<file path="src/rtl/uart_pkg.sv">
`default_nettype none
// ============================================================================
// Module      : uart_pkg
// Description : Shared UART constants and the receive state encoding.
// Revision    : 1.0 - initial release
// ============================================================================
package uart_pkg;

    localparam int DATA_BITS            = 8;
    localparam int DEFAULT_CLKS_PER_BIT = 217;   // 25 MHz / 115200 baud

    typedef enum logic [1:0] {
        RX_IDLE  = 2'd0,
        RX_START = 2'd1,
        RX_DATA  = 2'd2,
        RX_STOP  = 2'd3
    } rx_state_t;

endpackage
`default_nettype wire

</file>
<file path="src/rtl/uart_rx_fifo_if.sv">
`default_nettype none
// ============================================================================
// Module      : uart_rx_fifo_if
// Description : Received-byte stream plus status pulses and FIFO occupancy.
// Revision    : 1.0 - initial release
// ============================================================================
interface uart_rx_fifo_if #(
    parameter int FIFO_DEPTH = 8
);
    import uart_pkg::*;

    localparam int c_cnt_w = $clog2(FIFO_DEPTH) + 1;

    logic                 out_valid;
    logic [DATA_BITS-1:0] out_data;
    logic                 out_ready;
    logic                 out_frame_err;
    logic                 out_overrun;
    logic [c_cnt_w-1:0]   out_count;

    modport master (
        output out_valid, out_data, out_frame_err, out_overrun, out_count,
        input  out_ready
    );

    modport slave (
        input  out_valid, out_data, out_frame_err, out_overrun, out_count,
        output out_ready
    );

endinterface
`default_nettype wire

</file>
<file path="src/rtl/sync_fifo.sv">
`default_nettype none
// ============================================================================
// Module      : sync_fifo
// Description : Single-clock first-word-fall-through FIFO with wrap-bit pointers.
// Revision    : 1.0 - initial release
// ============================================================================
module sync_fifo #(
    parameter int WIDTH = 8,
    parameter int DEPTH = 8
) (
    input  wire                     clk,
    input  wire                     rst,
    input  wire                     i_push,
    input  wire  [WIDTH-1:0]        i_data,
    input  wire                     i_pop,
    output logic [WIDTH-1:0]        o_data,
    output logic                    o_full,
    output logic                    o_empty,
    output logic [$clog2(DEPTH):0]  o_count
);

    localparam int c_aw = $clog2(DEPTH);

    logic [WIDTH-1:0] r_mem [DEPTH];
    logic [c_aw:0]    r_wr_ptr;
    logic [c_aw:0]    r_rd_ptr;
    logic             w_pop;
    logic             w_push;

    assign o_count = r_wr_ptr - r_rd_ptr;
    assign o_empty = (r_wr_ptr == r_rd_ptr);
    // Full when the low bits match but the wrap bits differ
    assign o_full  = (r_wr_ptr[c_aw] != r_rd_ptr[c_aw]) &&
                     (r_wr_ptr[c_aw-1:0] == r_rd_ptr[c_aw-1:0]);

    assign w_pop  = i_pop && !o_empty;
    assign w_push = i_push && (!o_full || w_pop);

    assign o_data = o_empty ? '0 : r_mem[r_rd_ptr[c_aw-1:0]];

    always_ff @(posedge clk) begin
        if (rst) begin
            r_wr_ptr <= '0;
            r_rd_ptr <= '0;
        end else begin
            if (w_push) r_wr_ptr <= r_wr_ptr + 1'b1;
            if (w_pop)  r_rd_ptr <= r_rd_ptr + 1'b1;
        end
    end

    always_ff @(posedge clk) begin
        if (w_push) r_mem[r_wr_ptr[c_aw-1:0]] <= i_data;
    end

endmodule
`default_nettype wire

</file>
<file path="src/rtl/uart_rx_fifo.sv">
`default_nettype none
// ============================================================================
// Module      : uart_rx_fifo
// Description : 8N1 UART receiver with mid-bit sampling feeding a byte FIFO.
// Revision    : 1.0 - initial release
// ============================================================================
module uart_rx_fifo
    import uart_pkg::*;
#(
    parameter int CLKS_PER_BIT = DEFAULT_CLKS_PER_BIT,
    parameter int FIFO_DEPTH   = 8
) (
    input  wire            clock,
    input  wire            reset,
    input  wire            in_rx,
    uart_rx_fifo_if.master rx_if
);

    localparam int                  c_baud_w      = $clog2(CLKS_PER_BIT);
    localparam logic [c_baud_w-1:0] c_full_reload = c_baud_w'(CLKS_PER_BIT - 1);
    localparam logic [c_baud_w-1:0] c_half_reload = c_baud_w'(CLKS_PER_BIT / 2 - 1);
    localparam logic [2:0]          c_last_bit    = 3'(DATA_BITS - 1);

    logic                 r_sync1;
    logic                 r_rx_s;
    rx_state_t            r_state;
    logic [c_baud_w-1:0]  r_baud_cnt;
    logic [2:0]           r_bit_cnt;
    logic [DATA_BITS-1:0] r_shift;
    logic                 r_armed;
    logic                 r_frame_err;
    logic                 r_overrun;

    logic                 w_tick;
    logic                 w_push;
    logic                 w_pop;
    logic                 w_full;
    logic                 w_empty;

    always_ff @(posedge clock) begin
        if (reset) begin
            r_sync1 <= 1'b1;
            r_rx_s  <= 1'b1;
        end else begin
            r_sync1 <= in_rx;
            r_rx_s  <= r_sync1;
        end
    end

    assign w_tick = (r_baud_cnt == '0);
    assign w_push = (r_state == RX_STOP) && w_tick && r_rx_s;
    assign w_pop  = rx_if.out_ready && !w_empty;

    // r_armed blocks a new start until the line has been seen idle-high,
    // so a stuck-low line yields a single frame error rather than a stream.
    always_ff @(posedge clock) begin
        if (reset) begin
            r_state     <= RX_IDLE;
            r_baud_cnt  <= '0;
            r_bit_cnt   <= '0;
            r_shift     <= '0;
            r_armed     <= 1'b0;
            r_frame_err <= 1'b0;
            r_overrun   <= 1'b0;
        end else begin
            r_frame_err <= 1'b0;
            r_overrun   <= w_push && w_full && !w_pop;
            case (r_state)
                RX_IDLE: begin
                    if (!r_rx_s && r_armed) begin
                        r_state    <= RX_START;
                        r_baud_cnt <= c_half_reload;
                        r_armed    <= 1'b0;
                    end else if (r_rx_s) begin
                        r_armed    <= 1'b1;
                    end
                end
                RX_START: begin
                    if (!w_tick) begin
                        r_baud_cnt <= r_baud_cnt - 1'b1;
                    end else if (r_rx_s) begin
                        r_state    <= RX_IDLE;
                        r_armed    <= 1'b1;
                    end else begin
                        r_state    <= RX_DATA;
                        r_baud_cnt <= c_full_reload;
                        r_bit_cnt  <= '0;
                    end
                end
                RX_DATA: begin
                    if (!w_tick) begin
                        r_baud_cnt <= r_baud_cnt - 1'b1;
                    end else begin
                        r_shift    <= {r_rx_s, r_shift[DATA_BITS-1:1]};
                        r_baud_cnt <= c_full_reload;
                        if (r_bit_cnt == c_last_bit) r_state   <= RX_STOP;
                        else                         r_bit_cnt <= r_bit_cnt + 1'b1;
                    end
                end
                RX_STOP: begin
                    // Leave at mid-stop-bit so a back-to-back start edge is caught
                    if (!w_tick) begin
                        r_baud_cnt  <= r_baud_cnt - 1'b1;
                    end else begin
                        r_state     <= RX_IDLE;
                        r_armed     <= r_rx_s;
                        r_frame_err <= !r_rx_s;
                    end
                end
                default: r_state <= RX_IDLE;
            endcase
        end
    end

    sync_fifo #(
        .WIDTH (DATA_BITS),
        .DEPTH (FIFO_DEPTH)
    ) u_fifo (
        .clk     (clock),
        .rst     (reset),
        .i_push  (w_push),
        .i_data  (r_shift),
        .i_pop   (w_pop),
        .o_data  (rx_if.out_data),
        .o_full  (w_full),
        .o_empty (w_empty),
        .o_count (rx_if.out_count)
    );

    assign rx_if.out_valid     = !w_empty;
    assign rx_if.out_frame_err = r_frame_err;
    assign rx_if.out_overrun   = r_overrun;

endmodule
`default_nettype wire

</file>
<file path="src/flat_wrapper.sv">
// flat-port wrapper written by rule: the top's interface ports become plain ports
module uart_rx_fifo_flat import uart_pkg::*;
#(
    parameter int CLKS_PER_BIT = DEFAULT_CLKS_PER_BIT,
    parameter int FIFO_DEPTH   = 8
)
  (clock, reset, in_rx, rx_if_out_valid, rx_if_out_data, rx_if_out_frame_err, rx_if_out_overrun, rx_if_out_count, rx_if_out_ready);
  uart_rx_fifo_if #(.FIFO_DEPTH(FIFO_DEPTH)) rx_if_i ();
  input  wire clock;
  input  wire reset;
  input  wire in_rx;
  output wire logic [$bits(rx_if_i.out_valid)-1:0] rx_if_out_valid;
  output wire logic [$bits(rx_if_i.out_data)-1:0] rx_if_out_data;
  output wire logic [$bits(rx_if_i.out_frame_err)-1:0] rx_if_out_frame_err;
  output wire logic [$bits(rx_if_i.out_overrun)-1:0] rx_if_out_overrun;
  output wire logic [$bits(rx_if_i.out_count)-1:0] rx_if_out_count;
  input wire logic [$bits(rx_if_i.out_ready)-1:0] rx_if_out_ready;
  assign rx_if_out_valid = rx_if_i.out_valid;
  assign rx_if_out_data = rx_if_i.out_data;
  assign rx_if_out_frame_err = rx_if_i.out_frame_err;
  assign rx_if_out_overrun = rx_if_i.out_overrun;
  assign rx_if_out_count = rx_if_i.out_count;
  assign rx_if_i.out_ready = rx_if_out_ready;
  uart_rx_fifo #(.CLKS_PER_BIT(CLKS_PER_BIT), .FIFO_DEPTH(FIFO_DEPTH)) u_core (.clock(clock), .reset(reset), .in_rx(in_rx), .rx_if(rx_if_i));
endmodule
</file>
<file path="config.mk">
export PLATFORM = sky130hd
export DESIGN_NAME = uart_rx_fifo_flat
export DESIGN_NICKNAME = d
export VERILOG_FILES = /design/src/rtl/uart_pkg.sv /design/src/rtl/uart_rx_fifo_if.sv /design/src/rtl/sync_fifo.sv /design/src/rtl/uart_rx_fifo.sv /design/src/flat_wrapper.sv
export SDC_FILE = /design/constraint.sdc
export NUM_CORES = 1
export LEC_CHECK = 0
export CORE_ASPECT_RATIO = 0.5
export CORE_UTILIZATION = 45
export CTS_CLUSTER_SIZE = 8
export DETAILED_ROUTE_END_ITERATION = 10
export RECOVER_POWER = 25
export SLEW_MARGIN = 20
export SYNTH_ARGS = -nofsm -noshare
export SYNTH_HDL_FRONTEND = slang
export SYNTH_SLANG_ARGS = --single-unit
export TNS_END_PERCENT = 50
</file>
<file path="constraint.sdc">
create_clock -name clock -period 6.4 [get_ports clock]
set_input_delay 1.6 -clock clock [delete_from_list [all_inputs] [get_ports clock]]
set_output_delay 1.6 -clock clock [all_outputs]
set_load 0.02 [all_outputs]
</file>
==> impl_metrics.py <==
metrics = {
    "run_status": {
        "outcome": "finished clean",
    },
    "clock_network": {
        "clockBufferDepth": 2,
        "cts_hold_buf": 0,
        "post_cts_buffers": 0,
        "cts_tree": "built",
        "clk_pin_slew_worst_paths_ns": 0.07,
        "clockRootBuffer": "clkbuf_16",
        "cts_resized": 0,
        "cts_sinks": 101,
        "h-tree-depth": 3,
        "cts_made_buffers": 9,
        "clock_latency_ns": 0.35,
    },
    "floorplan": {
        "io_pins": 19,
        "die_w_um": 141.9,
        "fp.dieH_um": 71.93,
        "initial_core_util_pct": 46.43,
        "die-area_um2": 10200,
        "rows": 25,
        "core-area_um2": 9478,
    },
    "synth": {
        "synth.top_cells.by_area": "edfxtp_1 (44%), dfxtp_1 (17%), mux4_2 (8.2%)",
        "yosysSeqAreaShare_pct": 60.51,
        "ys_seq_elements": 101,
        "synth.top_cell.area_share_pct": 43.67,
        "synth_most_common_cell": "edfxtp_1",
        "synthSimpleGateAreaFrac_pct": 11.03,
        "synthMuxAreaShare_pct": 12.28,
        "yosys.cell_types.count": 51,
        "synth_flop_cell": "edfxtp_1",
        "syn_inst": 329,
        "synth_xor_area_share_pct": 1.393,
        "synth_top_family_by_area": "multiplexers",
        "ys.warnings.count": 0,
        "synth_enable_flop_cells": 64,
        "async_reset_ff_share_pct": 0,
        "synthTopCellsByCount": "edfxtp_1 (64), dfxtp_1 (37), nor2_1 (37)",
        "synth_nets": 346,
        "synthAdderAreaFrac_pct": 3.867,
        "synth-compound-area-share_pct": 7.904,
        "synth_area_leader_cell": "edfxtp_1",
        "syn_area_per_cell_um2": 13.38,
        "syn_area_um2": 4400,
    },
    "setup_path": {
        "cp_common_cell": "nor2_1",
        "worstPathRequired_ns": 4.80,
        "worstPathArrival_ns": 2.83,
        "worst_path_max_delay_cell": "nor2_1",
        "setup.worst_path.start": "u_core.u_fifo.r_wr_ptr[0]",
        "path_cells": "inv_1 -> ha_1 -> nand3_1 -> nor2_1 -> nor2_1 -> clkdlybuf4s50_1",
        "path_max_fanout": 9,
        "path_depth": 6,
        "path_delay_family": "simple AND/OR/NAND/NOR gates",
        "reg2reg_depth": 6,
        "slowest_delay_ns": 0.70,
        "cp-start-kind": "register",
        "rr_endpoint": "u_core.u_fifo.r_mem[2][5]",
        "critPathBufInv": 2,
        "worstSetupEndpointType": "output pin",
        "rr_startpoint": "u_core.r_baud_cnt[0]",
        "regToRegSetupSlack_ns": 3.52,
        "crit_type": "reg2out",
        "worstSetupEndpoint": "rx_if_out_data[3]",
    },
    "timing": {
        "fin_crit_ns": 4.428,
        "rsz0062_at_grt": "no",
        "setup-tns-final_ns": 0,
        "hold_violations": 0,
        "fin_worst_skew_ns": 0.006329,
        "worstMarginPinSlew_ns": 0.9270,
        "final_max_slew_viol_count": 0,
        "finalCritPeriodShare_pct": 69.18,
        "holdWs_ns": 0.4218,
        "setup_viol": 0,
        "slew_headroom_pct": 37.97,
        "clock.fmax_mhz": 225.9,
    },
    "hold_path": {
        "hold_path.class": "reg2reg",
        "whs_path_depth": 1,
    },
    "pwr": {
        "p_comb_share_pct": 12.7,
        "p_sw_uw": 382.5,
        "p_per_area_nw_per_um2": 292.0,
        "swShare_pct": 26.12,
        "power_frac_seq_pct": 48.9,
        "p_leak_uw": 0.001761,
        "peakVddDrop_uv": 160.7,
        "pwr-share-clk_pct": 38.4,
        "p_int_uw": 1082,
    },
    "cells_and_area": {
        "nets": 363,
        "seq_area_um2": 2664,
        "final_cells": 486,
        "n_antenna_cell": 0,
        "syn_to_final_growth_pct": 13.96,
        "multiInputGateArea_um2": 1610,
        "drive_gt1_share_pct": 12.54,
        "fill_cells": 798,
    },
    "route": {
        "wl_um": 7915,
        "first_pass_iters": 4,
        "route.detailed.drc": 0,
        "drt_iter0_drc": 149,
        "routedWlPerCell_um": 16.29,
        "vias": 2594,
        "via_per_inst": 5.337,
        "postRouteAntennaNets": 0,
    },
    "grt": {
        "overflow": 0,
        "grt_max_degree": 38,
        "antenna_found_initial": 0,
        "grt_pass1_wl_um": 13050,
        "grt_pass1_vias": 2544,
        "grt_use_total_pct": 17.31,
    },
    "run": {
        "drv_cap": 0,
    },
    "place": {
        "dp.cells": 470,
        "finalWeightedCongestion": 0.8104,
        "place_hpwl_um": 5192,
        "placement.io_buffers": 18,
    },
}
==> flip-flops by register name, summed over array words and instances, names as in the netlist, named ones only <==
signal,count
u_core.r_armed,1
u_core.r_baud_cnt,8
u_core.r_bit_cnt,3
u_core.r_rx_s,1
u_core.r_shift,8
u_core.r_state,1
u_core.r_sync1,1
u_core.rx_if.out_frame_err,1
u_core.rx_if.out_overrun,1
u_core.u_fifo.r_mem,64
u_core.u_fifo.r_rd_ptr,4
u_core.u_fifo.r_wr_ptr,4
==> per-stage QoR <==
stage          total power [µW]  util [%]  setup slack [ns]  area (µm²)
6_report                   1464     52.91             1.972        5015
5_1_grt                    1526     52.91             1.781        5015
4_1_cts                    1475     52.90             1.918        5014
3_5_place_dp              914.6     49.56             2.300        4697
3_3_place_gp              905.7     49.50             2.225        4692
2_1_floorplan             883.1         -             3.223        4400
==> cells in the final DEF (no fill, tap or decap), types with 4 or more instances in the layout <==
| master | instances |
|---|---|
| nor2_1 | 37 |
| mux4_2 | 16 |
| a21oi_1 | 15 |
| nor3_1 | 6 |
| nand2_1 | 19 |
| inv_1 | 16 |
| ha_1 | 12 |
| clkdlybuf4s50_1 | 18 |
| a21o_1 | 5 |
| edfxtp_1 | 64 |
| clkbuf_16 | 9 |
| o211ai_1 | 4 |
| o21ai_0 | 6 |
| dfxtp_1 | 36 |
| mux2i_1 | 18 |
| xnor2_1 | 4 |
==> worst min-delay path by stage <==
stage	start	to	slack (ns)
after floorplan	u_core.r_sync1	u_core.r_rx_s	0.39
after detailed placement	u_core.r_sync1	u_core.r_rx_s	0.40
after global routing	u_core.r_sync1	u_core.r_rx_s	0.45
after CTS	u_core.r_sync1	u_core.r_rx_s	0.42
after global placement	u_core.r_sync1	u_core.r_rx_s	0.41
final	u_core.r_sync1	u_core.r_rx_s	0.42
==> cell type report <==
type | count | share of cell area [%]
Sequential cell | 101 | 53.12
Timing Repair Buffer | 20 | 3.892
Inverter | 16 | 1.198
Tap cell | 135 | 3.368
Multi-Input combinational cell | 198 | 32.11
Clock inverter | 7 | 1.821
Clock buffer | 9 | 4.491
==> metal layers <==
| metal | part of all wire [%] | wire, µm | global-route usage, % |
|---|---|---|---|
| met5 | 0 | 0 | 0 |
| met4 | 0.69 | 55 | 4.301 |
| met3 | 3.1 | 243 | 5.545 |
| met2 | 48 | 3809 | 28.46 |
| met1 | 48 | 3806 | 22.59 |
==> worst reg2reg max path, delay by kind of cell, from the launching register on <==
family                     cells  cell delay, ns
adders and majority gates      1            0.24
buffers and inverters          1            0.10
and+or+nand+nor                3            1.44
AOI/OAI and AO/OA              1            0.40
DFF                            1            0.34
==> power groups by stage <==
| stage | Clock [µW] | Sequential [µW] | Combinational [µW] |
|---|---|---|---|
| 2_1_floorplan | 0 | 727 | 157 |
| 3_3_place_gp | 0 | 729 | 176 |
| 3_5_place_dp | 0 | 731 | 184 |
| 4_1_cts | 574 | 716 | 185 |
| 5_1_grt | 600 | 718 | 208 |
| 6_report | 562 | 716 | 186 |
==> logic make-up after synthesis <==
group / Yosys count
xor gates and xnor gates: 7
AOI/OAI and AO/OA: 50
muxes: 34
adders and majority gates: 13
DFF: 101
buffers and inverters: 30
and+or+nand+nor: 94
Power figures use the tool's default switching activity.
